<file path="src/rtl/circuit1_seq_ctrl.sv">
// Multi-cycle Circuit1 datapath: one shared add/sub unit and one multiplier,
// sequenced IDLE -> S_D -> S_E -> S_F -> S_X, with start/busy/done handshake.
module circuit1_seq_ctrl #(
  parameter int DATA_W = 8
) (
  input  logic                  clk,
  input  logic                  rst,
  input  logic                  start,
  input  logic [DATA_W-1:0]     a,
  input  logic [DATA_W-1:0]     b,
  input  logic [DATA_W-1:0]     c,
  output logic                  busy,
  output logic                  done,
  output logic [DATA_W-1:0]     z,
  output logic [2*DATA_W-1:0]   x
);

  localparam int XW = 2 * DATA_W;

  typedef enum logic [2:0] {
    IDLE = 3'd0,
    S_D  = 3'd1,
    S_E  = 3'd2,
    S_F  = 3'd3,
    S_X  = 3'd4
  } state_t;

  state_t state_r;
  state_t next_state_s;

  logic [DATA_W-1:0] ra_r;
  logic [DATA_W-1:0] rb_r;
  logic [DATA_W-1:0] rc_r;
  logic [DATA_W-1:0] d_r;
  logic [DATA_W-1:0] e_r;
  logic [XW-1:0]     f_r;
  logic              g_r;
  logic              busy_r;
  logic              done_r;
  logic [DATA_W-1:0] z_r;
  logic [XW-1:0]     x_r;

  logic              cap_s;
  logic              ld_d_s;
  logic              ld_e_s;
  logic              ld_fg_s;
  logic              ld_xz_s;
  logic              alu_sub_s;
  logic [XW-1:0]     alu_a_s;
  logic [XW-1:0]     alu_b_s;
  logic [XW-1:0]     alu_y_s;
  logic [XW-1:0]     mul_y_s;

  // State register
  always_ff @(posedge clk) begin
    if (rst) begin
      state_r <= IDLE;
    end else begin
      state_r <= next_state_s;
    end
  end

  // Next-state logic: every non-IDLE state lasts exactly one cycle
  always_comb begin
    next_state_s = state_r;
    case (state_r)
      IDLE: begin
        if (start) begin
          next_state_s = S_D;
        end else begin
          next_state_s = IDLE;
        end
      end
      S_D:     next_state_s = S_E;
      S_E:     next_state_s = S_F;
      S_F:     next_state_s = S_X;
      S_X:     next_state_s = IDLE;
      default: next_state_s = IDLE;
    endcase
  end

  // Per-state control: load enables and shared ALU operand/mode selection
  always_comb begin
    cap_s     = 1'b0;
    ld_d_s    = 1'b0;
    ld_e_s    = 1'b0;
    ld_fg_s   = 1'b0;
    ld_xz_s   = 1'b0;
    alu_sub_s = 1'b0;
    alu_a_s   = {XW{1'b0}};
    alu_b_s   = {XW{1'b0}};
    case (state_r)
      IDLE: begin
        if (start) begin
          cap_s = 1'b1;
        end else begin
          cap_s = 1'b0;
        end
      end
      S_D: begin
        ld_d_s  = 1'b1;
        alu_a_s = {{DATA_W{1'b0}}, ra_r};
        alu_b_s = {{DATA_W{1'b0}}, rb_r};
      end
      S_E: begin
        ld_e_s  = 1'b1;
        alu_a_s = {{DATA_W{1'b0}}, ra_r};
        alu_b_s = {{DATA_W{1'b0}}, rc_r};
      end
      S_F: begin
        ld_fg_s = 1'b1;
      end
      S_X: begin
        ld_xz_s   = 1'b1;
        alu_sub_s = 1'b1;
        alu_a_s   = f_r;
        alu_b_s   = {{DATA_W{1'b0}}, d_r};
      end
      default: begin
        cap_s = 1'b0;
      end
    endcase
  end

  // Shared add/sub unit; the mode select guarantees one operation per cycle
  always_comb begin
    if (alu_sub_s) begin
      alu_y_s = alu_a_s - alu_b_s;
    end else begin
      alu_y_s = alu_a_s + alu_b_s;
    end
  end

  assign mul_y_s = {{DATA_W{1'b0}}, ra_r} * {{DATA_W{1'b0}}, rc_r};

  // Datapath and output registers; reset discards any partial result
  always_ff @(posedge clk) begin
    if (rst) begin
      ra_r   <= {DATA_W{1'b0}};
      rb_r   <= {DATA_W{1'b0}};
      rc_r   <= {DATA_W{1'b0}};
      d_r    <= {DATA_W{1'b0}};
      e_r    <= {DATA_W{1'b0}};
      f_r    <= {XW{1'b0}};
      g_r    <= 1'b0;
      busy_r <= 1'b0;
      done_r <= 1'b0;
      z_r    <= {DATA_W{1'b0}};
      x_r    <= {XW{1'b0}};
    end else begin
      if (cap_s) begin
        ra_r <= a;
        rb_r <= b;
        rc_r <= c;
      end
      if (ld_d_s) begin
        d_r <= alu_y_s[DATA_W-1:0];
      end
      if (ld_e_s) begin
        e_r <= alu_y_s[DATA_W-1:0];
      end
      if (ld_fg_s) begin
        f_r <= mul_y_s;
        g_r <= (d_r > e_r);
      end
      if (ld_xz_s) begin
        x_r <= alu_y_s;
        z_r <= g_r ? d_r : e_r;
      end
      busy_r <= (next_state_s != IDLE);
      done_r <= ld_xz_s;
    end
  end

  assign busy = busy_r;
  assign done = done_r;
  assign z    = z_r;
  assign x    = x_r;

endmodule

</file>
<file path="config.mk">
export PLATFORM = sky130hd
export DESIGN_NAME = circuit1_seq_ctrl
export DESIGN_NICKNAME = d
export VERILOG_FILES = /design/src/rtl/circuit1_seq_ctrl.sv
export SDC_FILE = /design/constraint.sdc
export NUM_CORES = 1
export LEC_CHECK = 0
export ABC_CLOCK_PERIOD_IN_PS = 4120
export CAP_MARGIN = 0
export CORE_MARGIN = 2
export CORE_UTILIZATION = 30
export CTS_BUF_LIST = sky130_fd_sc_hd__clkbuf_8
export DETAILED_ROUTE_END_ITERATION = 12
export DONT_BUFFER_PORTS = 1
export PLACE_DENSITY = 0.51
export SLEW_MARGIN = 20
export SYNTH_ARGS = -nofsm -noshare
export SYNTH_HDL_FRONTEND = slang
export SYNTH_SLANG_ARGS = --single-unit
</file>
<file path="constraint.sdc">
create_clock -name clk -period 4.12 [get_ports clk]
set_clock_uncertainty 0.05 [all_clocks]
set_input_delay 1.03 -clock clk [delete_from_list [all_inputs] [get_ports clk]]
set_output_delay 1.03 -clock clk [all_outputs]
set_load 0.1 [all_outputs]
</file>
==> results of run 1 <==
-- cell type report --
| type | count | area share (%) |
|---|---|---|
| timing repair buffer | 67 | 6.480 |
| multi-input combinational | 644 | 61.55 |
| tap | 285 | 4.493 |
| inverter | 67 | 3.169 |
| sequential | 86 | 22.17 |
| clock buffer | 9 | 1.561 |
| clock inverter | 6 | 0.5833 |
-- cell usage in the layout, fill, tap and decap left out, drive strengths merged, types with 5 or more instances in the layout --
cell type,n
mux2i,9
inv,70
a21oi,84
xnor2,7
nand3b,10
o21a,8
dfxtp,86
nand3,18
o311ai,5
a22o,8
o21ai,16
nor2,53
o31ai,5
ha,61
and3,11
a22oi,8
and2,56
nand2,129
buf,67
clkbuf,9
nand4,7
fa,37
a31oi,7
a21o,12
nor2b,8
a211oi,21
o211ai,6
o21bai,5
nor3,12
-- tightest hold or removal path, stage by stage (launching register included) --
cell and delay [ns]:
dfxtp_1 0.32, nand2_1 0.05, a21oi_1 0.05
-- per-layer routing --
metal  track usage (%)  wire length (µm)  part of all wire [%]  vias up
met5                 0                 0                     0        -
met4             2.778               149                  0.80        0
met3             2.813               776                   4.2       11
met2             25.06              8051                    43       96
met1             23.32              9664                    52     2724
li1                  -                 -                     -     2969
-- flip-flops by register name, indices dropped and copies added (netlist names) --
register	cells
f_r	16
x	16
d_r	8
e_r	8
ra_r	8
rb_r	8
rc_r	8
z	8
state_r	3
busy	1
done	1
g_r	1
-- what timing repair did --
item,in CTS,in global routing
hold buffers,0,0
gates resized for setup,34,40
pin swaps,24,32
buffers inserted,8,4
setup endpoints to repair,6,13
cloned,0,0
-- how the worst min path moves through the flow --
stage | startpoint | end | slack, ns | cells past startpoint
global placement | f_r[8] | f_r[8] | 0.38 | 2
floorplan | f_r[13] | f_r[13] | 0.36 | 2
global route | f_r[8] | f_r[8] | 0.42 | 2
detailed placement | f_r[0] | f_r[0] | 0.39 | 2
finish | f_r[8] | f_r[8] | 0.40 | 2
CTS | f_r[8] | f_r[8] | 0.40 | 2
-- power by group through the flow --
stage	sequential, mW	clock, mW	combinational [mW]
2_1_floorplan	1.02	0	0.919
3_3_place_gp	1.07	0	1.21
3_5_place_dp	1.07	0	1.21
4_1_cts	1.05	0.601	1.23
5_1_grt	1.07	0.632	1.41
6_report	1.05	0.575	1.25
-- kinds of logic after synthesis --
kind of cell    Yosys count  synth area share [%]
flops                    86                 25.19
xor+xnor                 11                 1.409
fa+ha+maj                98                 22.00
mux                      11                 1.647
simple gates            322                 23.19
buf+inv                 117                 6.938
compound gates          202                 19.62
==> results.cfg, run 1 <==
[run_status]
status = completed

[pwr]
p_per_area_nw_per_um2 = 362.2
p_clk_share_pct = 20.0
swShare_pct = 42.99
power_mw = 2.874
vdd_drop_max_mv = 0.2593
p_switching_mw = 1.236
leakagePower_nw = 3.378
pwr-share-comb_pct = 43.3
internal_power_mw = 1.639
pwr-share-seq_pct = 36.7

[placed_design]
placed_area_um2 = 7436
place_ws_ns = -0.1300
portBuffers = 0
gp_congestion = 0.8098
dp.cells = 1138
post-dp-hpwl_mm = 14.55

[finish]
multi_input_area_um2 = 4885
nets = 1000
area_delta_synth_final_pct = 16.11
stdcell_count = 1164
post-route-util_pct = 35.27
finalInstanceArea_um2 = 7936
antenna_cells = 0
ff_latch_area_um2 = 1759
drive_above_1_share_pct = 17.52
nFillCells = 2368

[worst_setup_path]
critPathMaxStageDelay_ns = 0.56
reg2reg_depth = 15
reg2reg_setup_slack_ns = 0.03
path_cells = buf_4, and2_4, fa_2, fa_1, inv_1, fa_1, fa_1, inv_2, ha_4, o21a_1, o31a_1, o21bai_4, a211oi_2, o21a_1, o41ai_2
path_buf_inv = 3
critPathKind = register to register
endpoint_kind = register
arrival_ns = 4.32
crit_slowest_cell = fa_1
crit_top_cell = fa_1
worstPathRequired_ns = 4.35
worstPathMaxFanout = 6
crit_path_end = f_r[13]
timing.critical_path.from = ra_r[3]
worstReg2RegStart = ra_r[3]
cpLargestDelayFamily = adder cells
crit_cells = 15
reg2reg_to = f_r[13]
startpoint_type = register

[floorplanning]
io_pins = 53
dieArea_um2 = 24010
core-area_um2 = 22500
die_y_um = 154.9
rows = 55
initial_core_util_pct = 30.38
die_w_um = 154.9

[sta]
rsz0062_at_grt = yes
tns_ns = 0
slew_viol_final = 0
hold_viol_final = 0
fin_crit_ns = 4.091
hold_ws_ns = 0.4015
worstMarginPinSlew_ns = 1.031
max_freq_mhz = 244.4
period_share_pct = 99.30
setup_viol = 0
fin_ws_ns = 0.02882
relSlewSlack_pct = 31.20

[clock_network]
h-tree-depth = 3
clock_sinks = 86
clock_path_buffers = 2
cts_tree = yes
cts_made_buffers = 9
clk_pin_slew_ns = 0.10
clock_latency_ns = 0.39
cts-root-buf = clkbuf_8

[synth]
syn-num-nets = 972
synth_cells = 847
synth_area_um2 = 6835
yosysTopAreaCellShare_pct = 25.19
ys_top_cells_by_count = nand2_1, dfxtp_1, a21oi_1
synthArstFlopShare_pct = 0
ys_ff_latch = 86
synthTopCellsByArea = dfxtp_1, ha_1, fa_1, nand2_1, a21oi_1
yosysSeqAreaShare_pct = 25.19
synth-edff-count = 0
synth_cell_types = 63
ys_warn_count = 0
synth-main-ff-cell = dfxtp_1
synth_top_area_cell = dfxtp_1
syn_area_per_cell_um2 = 8.070
yosysMostFrequentCell = nand2_1

[routing]
antenna_left = 0
viasPerCell = 4.983
wire_per_inst_um = 16.02
drcViolationCount = 0
firstDrtPassIters = 5
drt_iter0_markers = 321
wirelength_mm = 18.64
num_vias = 5800

[min_path]
hp-class = register to register

[grt]
grt_max_degree = 87
grt_usage_pct = 16.00
antenna_found_initial = 0
grt-ovfl-total = 0
grt_pass1_wl_mm = 30.92
grt_pass1_vias = 5816

[flow_run]
cap_violations = 0
No activity file was read; power rests on OpenSTA's default activity.
==> run 2, diff against run 1 <==
--- a/config.mk
+++ b/config.mk
@@ -5,6 +5,7 @@
 export SDC_FILE = /design/constraint.sdc
 export NUM_CORES = 1
 export LEC_CHECK = 0
+export ABC_AREA = 1
 export ABC_CLOCK_PERIOD_IN_PS = 4120
 export CAP_MARGIN = 0
 export CORE_MARGIN = 2
==> run 2 against run 1 <==
  * Final cell count grew 18%
  * Combinational power shrank 7%
  * Critical endpoint is now f_r[15]
  * Worst setup slack gained 0.22 ns
  * Non-clock buffer count shrank 39
  * Synthesized area grew 4.3%
  * Maximum frequency grew 5.7%
  * Synthesized cell count grew 24%
  * Sequential power shrank 4%
  * Via count grew 5.7%
==> results.cfg, run 2 <==
[grt]
grt_pass1_wl_mm = 29.68
grt-ovfl-total = 0
grt_usage_pct = 14.93
grt_pass1_vias = 5896
grt_max_degree = 33
antenna_found_initial = 0

[sta]
hold_viol_final = 0
period_share_pct = 93.92
worstMarginPinSlew_ns = 0.9853
slew_viol_final = 0
relSlewSlack_pct = 34.22
tns_ns = 0
fin_crit_ns = 3.870
max_freq_mhz = 258.4
setup_viol = 0

[floorplanning]
io_pins = 53
rows = 56
die_w_um = 158.1
initial_core_util_pct = 30.45
core-area_um2 = 23400
dieArea_um2 = 25010
die_y_um = 158.1

[synth]
ys_ff_latch = 86
synth-main-ff-cell = dfxtp_1
synth-edff-count = 0
ys_top_cells_by_count = inv_1, nand2_1, nor2_1
synthArstFlopShare_pct = 0
synthTopCellsByArea = dfxtp_1, inv_1, nand2_1, ha_1, fa_1
yosysTopAreaCellShare_pct = 24.16
syn_area_per_cell_um2 = 6.768
synth_top_area_cell = dfxtp_1
ys_warn_count = 0
synth_area_um2 = 7127
yosysMostFrequentCell = inv_1
synth_cells = 1053
syn-num-nets = 1178
synth_cell_types = 41
yosysSeqAreaShare_pct = 24.16

[finish]
post-route-util_pct = 33.96
nFillCells = 2639
stdcell_count = 1373
nets = 1174
mostFrequentLayoutCells = inv_1, nand2_1, nor2_1
drive_above_1_share_pct = 9.677
area_delta_synth_final_pct = 11.50
antenna_cells = 0
layout_commonest_cell = inv_1

[worst_setup_path]
startpoint_type = register
cpLargestDelayFamily = adder cells
worstPathRequired_ns = 4.37
critPathMaxStageDelay_ns = 0.55
crit_top_cell = nand2_1
endpoint_kind = register
worstReg2RegStart = rc_r[4]
path_cells = nand2_1, inv_1, fa_1, fa_1, fa_1, inv_1, fa_1, inv_1, ha_4, buf_4, nand3_1, nand2_1, nand2_1, nand3_1, nand2_1, nand3_1, nand2_1, inv_1
worstPathMaxFanout = 8
crit_slowest_cell = fa_1
timing.critical_path.from = rc_r[4]
critPathKind = register to register
path_buf_inv = 5
arrival_ns = 4.11

[routing]
wl_met3_um = 831
drcViolationCount = 0
viasPerCell = 4.467
route.met2.wl_mm = 7.499
drt_iter0_markers = 325
wirelength_mm = 17.95
wl_met1_mm = 9.437
firstDrtPassIters = 5
wire_per_inst_um = 13.07
antenna_left = 0
num_vias = 6133
top_layer = met4

[clock_network]
clock_latency_ns = 0.39
h-tree-depth = 3
clock_sinks = 86
cts-root-buf = clkbuf_8
hold_buffers = 0
clock_path_buffers = 2
cts_tree = yes
cts_made_buffers = 9
clk_pin_slew_ns = 0.09

[flow_run]
cap_violations = 0

[placed_design]
gp_congestion = 0.8775
post-dp-hpwl_mm = 14.28
dp.cells = 1356
portBuffers = 0

[pwr]
p_per_area_nw_per_um2 = 383.4
leakagePower_nw = 4.383
vdd_drop_max_mv = 0.1947

[min_path]
hp-class = register to register
hp-start = rb_r[7]

[run_status]
status = completed
## run 2: area by class of cell
| class | instances | area, µm² | area share, % |
|---|---|---|---|
| Multi-Input combinational cell | 701 | 4444 | 55.93 |
| Sequential cell | 86 | 1754 | 22.08 |
| Inverter | 223 | 847.1 | 10.66 |
| Tap cell | 319 | 399.1 | 5.023 |
| Timing Repair Buffer | 28 | 210.2 | 2.645 |
| Clock inverter | 7 | 167.7 | 2.110 |
| Clock buffer | 9 | 123.9 | 1.559 |
## run 2: logic make-up (layout without fill, tap and decap cells)
| group | Yosys count | in the layout | synth area share (%) |
|---|---|---|---|
| buffers and inverters | 266 | 267 | 14.57 |
| adders and majority gates | 98 | 98 | 21.10 |
| and+or+nand+nor | 414 | 414 | 25.25 |
| DFF | 86 | 86 | 24.16 |
| AOI/OAI and AO/OA | 176 | 176 | 13.33 |
| xor gates and xnor gates | 13 | 13 | 1.598 |
## run 2: final timing paths
| path | endpoint | slack (ns) | cells after the start |
|---|---|---|---|
| setup / recovery | f_r[15] | 0.25 | 18 |
| hold / removal | rb_r[7] | 0.45 | 2 |
| setup reg to reg | f_r[15] | 0.25 | 18 |
| hold reg to reg | rb_r[7] | 0.45 | 2 |
## run 2: power breakdown
| group | internal (mW) | switching (mW) | total (mW) |
|---|---|---|---|
| Clock | 0.530 | 0.343 | 0.872 |
| Sequential | 0.897 | 0.113 | 1.01 |
| Combinational | 0.429 | 0.735 | 1.16 |
| Total | 1.86 | 1.19 | 3.05 |
## run 2: layer usage
metal / up-vias / global-route usage, %
met5: - / 0
met4: 0 / 3.046
met3: 16 / 3.394
met2: 94 / 22.63
met1: 2774 / 21.62
li1: 3249 / -
## run 2: worst register-to-register path: stages (launching register included)
cell and delay, ns:
dfxtp_4 0.38, nand2_1 0.07, inv_1 0.05, fa_1 0.50, fa_1 0.51, fa_1 0.55, inv_1 0.05, fa_1 0.53
inv_1 0.07, ha_4 0.26, buf_4 0.15, nand3_1 0.12, nand2_1 0.06, nand2_1 0.07, nand3_1 0.07, nand2_1 0.06
nand3_1 0.09, nand2_1 0.11, inv_1 0.04
## run 2: repair_timing
item,in CTS,in global routing
endpoints found under the setup margin,0,9
resized for setup,0,36
setup buffers,0,1
## run 2: stage by stage
step | area, µm² | hold slack [ns] | power, mW | worst slack, ns
final | 7946 | 0.4463 | 3.047 | 0.2503
after floorplan | 7127 | 0.3803 | 1.857 | 0.07345
after detailed placement | 7537 | 0.4367 | 2.160 | 0.03310
after global routing | 7946 | 0.4661 | 3.295 | -0.005753
after CTS | 7829 | 0.4509 | 3.047 | 0.02126
after global placement | 7537 | 0.4098 | 2.158 | 0.03322
==> run 3, diff against run 2 <==
--- a/config.mk
+++ b/config.mk
@@ -5,7 +5,7 @@
 export SDC_FILE = /design/constraint.sdc
 export NUM_CORES = 1
 export LEC_CHECK = 0
-export ABC_AREA = 1
+export ABC_AREA = 0
 export ABC_CLOCK_PERIOD_IN_PS = 4120
 export CAP_MARGIN = 0
 export CORE_MARGIN = 2
@@ -14,7 +14,6 @@
 export DETAILED_ROUTE_END_ITERATION = 12
 export DONT_BUFFER_PORTS = 1
 export PLACE_DENSITY = 0.51
-export SLEW_MARGIN = 20
 export SYNTH_ARGS = -nofsm -noshare
 export SYNTH_HDL_FRONTEND = slang
 export SYNTH_SLANG_ARGS = --single-unit
==> run 3 against run 2 <==
  * Combinational power is 7% higher
  * First-iteration DRC count is 6.8% higher
  * Core utilization is 1.3 points higher
  * Sequential power is 4% higher
  * Maximum frequency is 5.4% lower
  * Final cell count is 15% lower
  * Global-route usage is 1.1 points higher
  * Clock power is 34% lower
  * Register-to-register slack worse by 0.22 ns
  * Die area is 4.0% lower
  * Largest power group unchanged
==> results.cfg, run 3 (synthesis results as in run 1) <==
[routing]
antenna_left = 0
wire_per_inst_um = 16.08
viasPerCell = 4.983
drcViolationCount = 0
wirelength_mm = 18.70
drt_iter0_markers = 347
firstDrtPassIters = 4
num_vias = 5795

[sta]
period_share_pct = 99.30
tns_ns = 0
fin_crit_ns = 4.091
max_freq_mhz = 244.4
relSlewSlack_pct = 29.52
rsz0062_at_grt = yes
setup_viol = 0
worstMarginPinSlew_ns = 1.053
hold_viol_final = 0
slew_viol_final = 0

[finish]
drive_above_1_share_pct = 17.43
antenna_cells = 0
nets = 999
layout_commonest_cell = nand2_1
multi_input_area_um2 = 4885
nFillCells = 2369
finalInstanceArea_um2 = 7925
ff_latch_area_um2 = 1759
area_delta_synth_final_pct = 15.94
mostFrequentLayoutCells = nand2_1, a21oi_1, dfxtp_1

[grt]
antenna_found_initial = 0
grt_usage_pct = 16.00
grt_max_degree = 87
grt-ovfl-total = 0
grt_pass1_vias = 5816
grt_pass1_wl_mm = 30.92

[placed_design]
placed_area_um2 = 7436
gp_congestion = 0.8098
portBuffers = 0
post-dp-hpwl_mm = 14.55

[pwr]
internal_power_mw = 1.636
pwr-share-comb_pct = 43.2
power_mw = 2.873
vdd_drop_max_mv = 0.2610
p_per_area_nw_per_um2 = 362.5
pwr-share-seq_pct = 36.7
swShare_pct = 43.06
leakagePower_nw = 3.372
p_switching_mw = 1.237
p_clk_share_pct = 20.1

[floorplanning]
die_y_um = 154.9
die_w_um = 154.9
dieArea_um2 = 24010
initial_core_util_pct = 30.38
core-area_um2 = 22500
rows = 55
io_pins = 53

[clock_network]
clock_sinks = 86
clock_path_buffers = 2
cts-root-buf = clkbuf_8
cts_tree = yes
cts_made_buffers = 9
h-tree-depth = 3
clk_pin_slew_ns = 0.10
hold_buffers = 0
clock_latency_ns = 0.39

[worst_setup_path]
path_buf_inv = 3
worstPathMaxFanout = 6
endpoint_kind = register
reg2reg_depth = 15
crit_slowest_cell = fa_1
worstPathRequired_ns = 4.35
cpLargestDelayFamily = adder cells
critPathMaxStageDelay_ns = 0.56
arrival_ns = 4.32
crit_top_cell = fa_1
startpoint_type = register
crit_cells = 15
critPathKind = register to register
path_cells = buf_4, and2_4, fa_2, fa_1, inv_1, fa_1, fa_1, inv_2, ha_4, o21a_1, o31a_1, o21bai_4, a211oi_2, o21a_1, o41ai_2

[min_path]
hold_depth = 2
hp-class = register to register

[flow_run]
cap_violations = 0

[run_status]
status = completed
-- run 3: power groups by stage --
stage                     Combinational [mW]  Clock, mW  Sequential [mW]
after floorplan                        0.919          0             1.02
after CTS                               1.23      0.601             1.05
after detailed placement                1.21          0             1.07
after global routing                    1.40      0.632             1.07
after global placement                  1.21          0             1.07
final                                   1.24      0.577             1.05
-- run 3: worst register-to-register path: stages, from the launching register on --
cell	delay [ns]
dfxtp_4	0.37
buf_4	0.14
and2_4	0.13
fa_2	0.34
fa_1	0.48
inv_1	0.05
fa_1	0.46
fa_1	0.56
inv_2	0.05
ha_4	0.20
o21a_1	0.16
o31a_1	0.14
o21bai_4	0.20
a211oi_2	0.12
o21a_1	0.19
o41ai_2	0.33
-- run 3: final timing paths --
path / slack, ns / start / endpoint
max: 0.03 / ra_r[3] / f_r[13]
min: 0.40 / f_r[8] / f_r[8]
max reg2reg: 0.03 / ra_r[3] / f_r[13]
min reg2reg: 0.40 / f_r[8] / f_r[8]
-- run 3: per-stage QoR --
stage / std cells / util, % / setup WS [ns] / hold WS (ns)
after global placement: 1138 / 33.04 / -0.04920 / 0.3839
after CTS: 1161 / 34.51 / 0.007227 / 0.4041
after global routing: 1163 / 35.22 / -0.1303 / 0.4196
after detailed placement: 1138 / 33.04 / -0.1300 / 0.3913
after floorplan: 847 / - / -0.01690 / 0.3614
final: 1163 / 35.22 / 0.02872 / 0.4016
-- run 3: repair_timing --
action / 4_1_cts / 5_1_grt
setup endpoints to repair: 6 / 13
resized for setup: 34 / 40
hold endpoints to repair: 0 / 0
pin swaps: 24 / 32
setup buffers: 8 / 4
-- run 3: area by class of cell --
class / instances / area share (%)
Tap cell: 285 / 4.500
Timing Repair Buffer: 66 / 6.347
Clock buffer: 9 / 1.563
Multi-Input combinational cell: 644 / 61.64
Inverter: 67 / 3.173
Sequential cell: 86 / 22.20
Clock inverter: 6 / 0.5841
-- run 3: metal layers --
metal  GRT usage, %  share of wire, %  vias up
li1               -                 -     2970
met1          23.32                52     2719
met2          25.06                43       98
met3          2.813               4.1        8
met4          2.778              0.71        0
met5              0                 0        -
